`src/rtl/az_sequencer.sv`:
```
// az_sequencer: measurement sequencer sitting between the SPI register bank
// and the AZ modulator. On start it latches mode, channel selects and the
// cycle count, arms the azmux selects, enables the modulator and counts
// completed sample cycles until nsamples is reached (or forever when
// nsamples is 0), an abort arrives, or the watchdog expires.
//
// Pulse interface: start, abort and sample_done are single-cycle pulses
// sampled on the rising clock edge; there is no back-pressure. sample_sel
// is only meaningful in a cycle where sample_done is high (1 = hi phase,
// 0 = lo phase). start is accepted only in IDLE; abort wins over start.
//
// Build option: define AZSEQ_MONITOR_EN to add the registered 8-bit
// 'monitor' output ({state, err, done, phase_id[1], sample_sel,
// sample_done, mod_run}). Without it the port and its register are absent.
module az_sequencer #(
    parameter int CNT_W       = 16,
    parameter int WDOG_CYCLES = 40000000,
    parameter int MUX_W       = 4
) (
    input  logic             clk,
    input  logic             reset,
    input  logic             start,
    input  logic             abort,
    input  logic [1:0]       mode,
    input  logic [MUX_W-1:0] chan_hi,
    input  logic [MUX_W-1:0] chan_lo,
    input  logic [MUX_W-1:0] chan_ref,
    input  logic [CNT_W-1:0] nsamples,
    input  logic             sample_done,
    input  logic             sample_sel,
    output logic             mod_run,
    output logic [MUX_W-1:0] azmux_hi_val,
    output logic [MUX_W-1:0] azmux_lo_val,
    output logic [1:0]       phase_id,
    output logic [CNT_W-1:0] count,
    output logic             busy,
    output logic             done,
    output logic             err
`ifdef AZSEQ_MONITOR_EN
    ,
    output logic [7:0]       monitor
`endif
);

    // Watchdog counter is wide enough to hold WDOG_CYCLES-1.
    localparam int WDOG_W = $clog2(WDOG_CYCLES + 1);
    localparam logic [WDOG_W-1:0] WDOG_LAST = WDOG_W'(WDOG_CYCLES - 1);

    // Mode encodings; 3 is reserved and falls through to AZ behaviour
    // because only NOAZ and RATIO are ever decoded explicitly.
    localparam logic [1:0] MODE_NOAZ  = 2'd0;
    localparam logic [1:0] MODE_RATIO = 2'd2;

    // Source of the next hi sample.
    localparam logic [1:0] PH_HI  = 2'd0;
    localparam logic [1:0] PH_REF = 2'd2;

    typedef enum logic [1:0] {
        S_IDLE   = 2'd0,
        S_ARM    = 2'd1,
        S_RUN    = 2'd2,
        S_FINISH = 2'd3
    } state_t;

    state_t            state_q,    state_d;
    logic [1:0]        mode_q,     mode_d;
    logic [MUX_W-1:0]  chan_hi_q,  chan_hi_d;
    logic [MUX_W-1:0]  chan_ref_q, chan_ref_d;
    logic [CNT_W-1:0]  nsamp_q,    nsamp_d;
    logic              mod_run_q,  mod_run_d;
    logic [MUX_W-1:0]  hi_val_q,   hi_val_d;
    logic [MUX_W-1:0]  lo_val_q,   lo_val_d;
    logic [1:0]        phase_q,    phase_d;
    logic [CNT_W-1:0]  count_q,    count_d;
    logic              err_q,      err_d;
    logic [WDOG_W-1:0] wdog_q,     wdog_d;

    // Helper values used by the next-state logic.
    logic [CNT_W-1:0]  count_inc;
    logic              lo_pulse;
    logic              ratio_to_ref;

    // State and datapath registers; everything returns to zero on reset.
    always_ff @(posedge clk or posedge reset) begin
        if (reset) begin
            state_q    <= S_IDLE;
            mode_q     <= '0;
            chan_hi_q  <= '0;
            chan_ref_q <= '0;
            nsamp_q    <= '0;
            mod_run_q  <= 1'b0;
            hi_val_q   <= '0;
            lo_val_q   <= '0;
            phase_q    <= PH_HI;
            count_q    <= '0;
            err_q      <= 1'b0;
            wdog_q     <= '0;
        end else begin
            state_q    <= state_d;
            mode_q     <= mode_d;
            chan_hi_q  <= chan_hi_d;
            chan_ref_q <= chan_ref_d;
            nsamp_q    <= nsamp_d;
            mod_run_q  <= mod_run_d;
            hi_val_q   <= hi_val_d;
            lo_val_q   <= lo_val_d;
            phase_q    <= phase_d;
            count_q    <= count_d;
            err_q      <= err_d;
            wdog_q     <= wdog_d;
        end
    end

    // Next-state logic: sequencing, cycle counting, select rotation and watchdog.
    always_comb begin
        state_d      = state_q;
        mode_d       = mode_q;
        chan_hi_d    = chan_hi_q;
        chan_ref_d   = chan_ref_q;
        nsamp_d      = nsamp_q;
        mod_run_d    = mod_run_q;
        hi_val_d     = hi_val_q;
        lo_val_d     = lo_val_q;
        phase_d      = phase_q;
        count_d      = count_q;
        err_d        = err_q;
        wdog_d       = wdog_q;

        count_inc    = count_q + CNT_W'(1);
        lo_pulse     = sample_done & ~sample_sel;
        // In RATIO the first lo phase of a cycle only swaps hi to the reference.
        ratio_to_ref = (mode_q == MODE_RATIO) && (phase_q == PH_HI);

        case (state_q)
            S_IDLE: begin
                // sample_done is deliberately ignored here.
                if (start && !abort) begin
                    mode_d     = mode;
                    chan_hi_d  = chan_hi;
                    chan_ref_d = chan_ref;
                    nsamp_d    = nsamples;
                    count_d    = '0;
                    err_d      = 1'b0;
                    phase_d    = PH_HI;
                    // Selects are driven from ARM onwards so they are stable
                    // for a full clock before mod_run rises.
                    hi_val_d   = chan_hi;
                    lo_val_d   = (mode == MODE_NOAZ) ? chan_hi : chan_lo;
                    state_d    = S_ARM;
                end
            end

            S_ARM: begin
                if (abort) begin
                    state_d = S_IDLE;
                end else begin
                    mod_run_d = 1'b1;
                    wdog_d    = '0;
                    state_d   = S_RUN;
                end
            end

            S_RUN: begin
                if (abort) begin
                    // Count holds its value; no done pulse.
                    mod_run_d = 1'b0;
                    state_d   = S_IDLE;
                end else if (sample_done) begin
                    // Any sample phase, hi or lo, proves the modulator is alive.
                    wdog_d = '0;
                    if (lo_pulse) begin
                        if (ratio_to_ref) begin
                            phase_d  = PH_REF;
                            hi_val_d = chan_ref_q;
                        end else begin
                            if (mode_q == MODE_RATIO) begin
                                phase_d  = PH_HI;
                                hi_val_d = chan_hi_q;
                            end
                            // Continuous runs (nsamples 0) wrap naturally.
                            count_d = count_inc;
                            if ((nsamp_q != '0) && (count_inc == nsamp_q)) begin
                                mod_run_d = 1'b0;
                                state_d   = S_FINISH;
                            end
                        end
                    end
                end else if (wdog_q == WDOG_LAST) begin
                    // WDOG_CYCLES clocks have passed since the last pulse.
                    err_d     = 1'b1;
                    mod_run_d = 1'b0;
                    state_d   = S_IDLE;
                end else begin
                    wdog_d = wdog_q + WDOG_W'(1);
                end
            end

            S_FINISH: begin
                // done is decoded from this state; selects keep their values.
                state_d = S_IDLE;
            end

            default: begin
                state_d = S_IDLE;
            end
        endcase
    end

    // Output drive: status flags decode straight from the state register.
    assign mod_run      = mod_run_q;
    assign azmux_hi_val = hi_val_q;
    assign azmux_lo_val = lo_val_q;
    assign phase_id     = phase_q;
    assign count        = count_q;
    assign err          = err_q;
    assign busy         = (state_q == S_ARM) || (state_q == S_RUN);
    assign done         = (state_q == S_FINISH);

`ifdef AZSEQ_MONITOR_EN
    logic [7:0] monitor_q;

    // Registered snapshot of the run's key signals for external observation.
    always_ff @(posedge clk or posedge reset) begin
        if (reset) begin
            monitor_q <= '0;
        end else begin
            monitor_q <= {state_q, err_q, done, phase_q[1],
                          sample_sel, sample_done, mod_run_q};
        end
    end

    assign monitor = monitor_q;
`endif

endmodule

```
`config.mk`:
```
export PLATFORM = sky130hd
export DESIGN_NAME = az_sequencer
export DESIGN_NICKNAME = d
export VERILOG_FILES = /design/src/rtl/az_sequencer.sv
export SDC_FILE = /design/constraint.sdc
export NUM_CORES = 1
export LEC_CHECK = 0
export ABC_AREA = 1
export BUFFER_PORTS_ARGS = -buffer_cell sky130_fd_sc_hd__buf_2
export CAP_MARGIN = 20
export CELL_PAD_IN_SITES_DETAIL_PLACEMENT = 0
export CELL_PAD_IN_SITES_GLOBAL_PLACEMENT = 1
export CORE_MARGIN = 2
export CORE_UTILIZATION = 40
export CTS_CLUSTER_SIZE = 14
export DETAILED_ROUTE_END_ITERATION = 10
export PLACE_DENSITY = 0.89
export SLEW_MARGIN = 30
export SYNTH_ARGS = -nofsm -noshare
export SYNTH_HDL_FRONTEND = slang
export SYNTH_SLANG_ARGS = --single-unit
```
`constraint.sdc`:
```
create_clock -name clk -period 6.2 [get_ports clk]
set_input_delay 1.24 -clock clk [delete_from_list [all_inputs] [get_ports clk]]
set_output_delay 1.24 -clock clk [all_outputs]
set_load 0.02 [all_outputs]
```
==> impl_metrics.ini <==
[yosys]
yosysUniqueCellTypes = 38
synth_fp_nets = 695
async_reset_ff_share_pct = 100
synth_warnings = 0
synth_area_sq_mm = 0.00473
synth_flop_cell = dfrtp_1
avgSynthCellArea_sq_um = 7.25
yosysSeqAreaShare_pct = 42.8
synth_edf_count = 0
synth.ff_latch_count = 81
postSynthCellCount = 653

[placement]
port_buffers = 64
dp.final_hpwl_microns = 8960
pre_cts_slack_ns = 2.66
postPlaceCellArea_sq_mm = 0.00518
gp_congestion = 0.899

[critical_path]
critPathSlowestCell = nor2_1
crit_family = simple AND/OR/NAND/NOR gates
crit_path_max_incr_delay_ns = 0.65
cp_cell_sequence = inv_1, ha_1, inv_2, nor2_1, nand4_1, nand2_2, inv_2, nand2_1, nor2_1, a21oi_1, and2_1
cp.required_ns = 6.48
path_max_fanout = 22
worst-setup-path-type = flop to flop
endpoint_kind = flop
arrival_ns = 3.57
start_kind = flop
path_buf_inv = 3

[final_layout]
fillers = 1153
antennaDiodeCount = 0
multi_input_area_sq_mm = 0.00236
area_growth_pct = 17.0
seq_area_sq_mm = 0.00203
finalInstanceArea_sq_mm = 0.00554
layout-drive-gt1-share_pct = 15.7
nets = 757

[floorplan]
rows = 39
core_sq_mm = 0.0115
num_io_pins = 66
start_util_pct = 41.3
die_x_microns = 113
die_height_microns = 113
die-area_sq_mm = 0.0127

[global_routing]
grt_util_all_layers_pct = 20.0
grt_max_degree = 82
grt_remaining_overflow = 0
antenna_found_initial = 0
grt_pass1_wl_microns = 20600
first_global_vias = 4348

[timing]
fin_crit_ns = 3.30
hold_viol = 0
setup_viol = 0
rsz0062_at_grt = false
drv_slew = 0
tns_ns = 0
holdWs_ns = 0.474
worst_slack_ns = 2.90
fmax_ghz = 0.303
fin_skew_ns = 0.00713
maxSlewHeadroom_pct = 40.4
worst_pin_slew_ns = 0.891
period_share_pct = 53.2

[detailed_routing]
routed_wirelength_microns = 12100
drt_iter0_drc = 266
num_vias = 4417
drc = 0
first_pass_iters = 7
via_per_inst = 5.12
detail-route-antenna-nets = 0
wire_per_inst_microns = 14.0

[outcome]
status = finished clean

[clocking]
cts-resized-gates = 0
cts.sinks = 81
post_cts_buffers = 0
tritoncts = yes
h-tree-depth = 3
clockBufferDepth = 2
hold_buffers = 0
clk_pin_slew_ns = 0.06
clock_latency_ns = 0.34
clockRootBuffer = clkbuf_16
cts_made_buffers = 9

[run]
maxCapViolCount = 0

[power]
power_density_mw_per_mm2 = 367
ir_worst_vdd_mv = 0.225
power_mw = 2.03
power_leakage_nw = 2.64

[worst_hold_path]
hold_class = flop to flop
final timing paths:
path	depth (start not counted)	slack (ns)	from	endpoint
min reg2reg	2	0.47	chan_hi_q[2]$_DFFE_PP0P_	chan_hi_q[2]$_DFFE_PP0P_
min in group asynchronous	3	1.10	reset	azmux_lo_val[1]$_DFFE_PP0P_
max	11	2.90	state_q[0]$_DFFE_PP0P_	wdog_q[18]$_DFFE_PP0P_
max reg2reg	11	2.90	state_q[0]$_DFFE_PP0P_	wdog_q[18]$_DFFE_PP0P_
min	2	0.47	chan_hi_q[2]$_DFFE_PP0P_	chan_hi_q[2]$_DFFE_PP0P_
max in group asynchronous	3	4.59	reset	wdog_q[21]$_DFFE_PP0P_
through the flow:
| stage | cells | utilization [%] |
|---|---|---|
| global route | 863 | 48.3 |
| detailed placement | 847 | 45.2 |
| floorplan | 653 | - |
| finish | 863 | 48.3 |
| global placement | 847 | 45.2 |
| CTS | 863 | 48.3 |
sequential cells by signal, indices dropped and copies added, names as in the netlist, 2 cells and up:
| register | count |
|---|---|
| azmux_hi_val | 4 |
| azmux_lo_val | 4 |
| chan_hi_q | 4 |
| chan_ref_q | 4 |
| count | 16 |
| mode_q | 2 |
| nsamp_q | 16 |
| state_q | 2 |
| wdog_q | 26 |
logic make-up after synthesis:
kind of cell / count (synthesis) / synth area share [%]
simple gates: 374 / 35.0
buf+inv: 88 / 7.40
compound gates: 84 / 9.60
flops: 81 / 42.8
xor+xnor: 19 / 3.52
fa+ha+maj: 6 / 1.59
other cells: 1 / 0.0792
cell usage in the layout (no fill, tap or decap), drive strengths merged, types with 3 or more instances in the layout:
cell / n
nand2: 203
nor2: 89
dfrtp: 81
inv: 71
buf: 66
nand3: 49
o21ai: 46
a21oi: 20
xor2: 17
nand4: 14
o22ai: 11
nor3: 11
clkbuf: 10
ha: 6
clkinv: 4
bufinv: 3
cells in the mapped netlist (3+ instances only):
| master | n | area share, % |
|---|---|---|
| buf_2 | 4 | 0.42 |
| nand2_2 | 6 | 0.79 |
| o22ai_1 | 11 | 1.5 |
| nand3_2 | 3 | 0.63 |
| nor2_4 | 6 | 1.4 |
| clkbuf_1 | 8 | 0.63 |
| nand3_1 | 46 | 4.9 |
| inv_1 | 70 | 5.6 |
| nor2_2 | 6 | 0.79 |
| nand4_1 | 14 | 1.9 |
| nor3_1 | 9 | 0.95 |
| ha_1 | 6 | 1.6 |
| o21ai_1 | 3 | 0.32 |
| xor2_1 | 17 | 3.1 |
| o21ai_0 | 42 | 4.4 |
| nor2_1 | 77 | 6.1 |
| nand2_1 | 197 | 16 |
| dfrtp_1 | 81 | 43 |
| a21oi_1 | 20 | 2.1 |
worst reg2reg max path, cell delays in order (launching register included):
cell	delay [ns]
dfrtp_1	0.41
inv_1	0.09
ha_1	0.50
inv_2	0.22
nor2_1	0.66
nand4_1	0.26
nand2_2	0.39
inv_2	0.24
nand2_1	0.17
nor2_1	0.05
a21oi_1	0.11
and2_1	0.14
per-layer routing:
layer | vias up | part of all wire (%) | GRT usage (%)
li1 | 2222 | - | -
met1 | 2082 | 43 | 25.2
met2 | 103 | 50 | 34.7
met3 | 10 | 4.7 | 4.18
met4 | 0 | 1.3 | 6.02
met5 | - | 0 | 0
cell type report:
cell class                      count  share of cell area [%]
Multi-Input combinational cell    484                    42.7
Sequential cell                    81                    36.6
Timing Repair Buffer               66                    6.13
Inverter                           73                    4.97
Clock buffer                       10                    4.32
Tap cell                          143                    3.23
Clock inverter                      6                    2.08
where the power goes:
group          internal (mW)  switching (mW)  total, mW
Clock                  0.406           0.219      0.625
Combinational          0.204           0.456      0.660
Sequential             0.655          0.0897      0.745
Total                   1.26           0.765       2.03
Power figures use the tool's default switching activity.
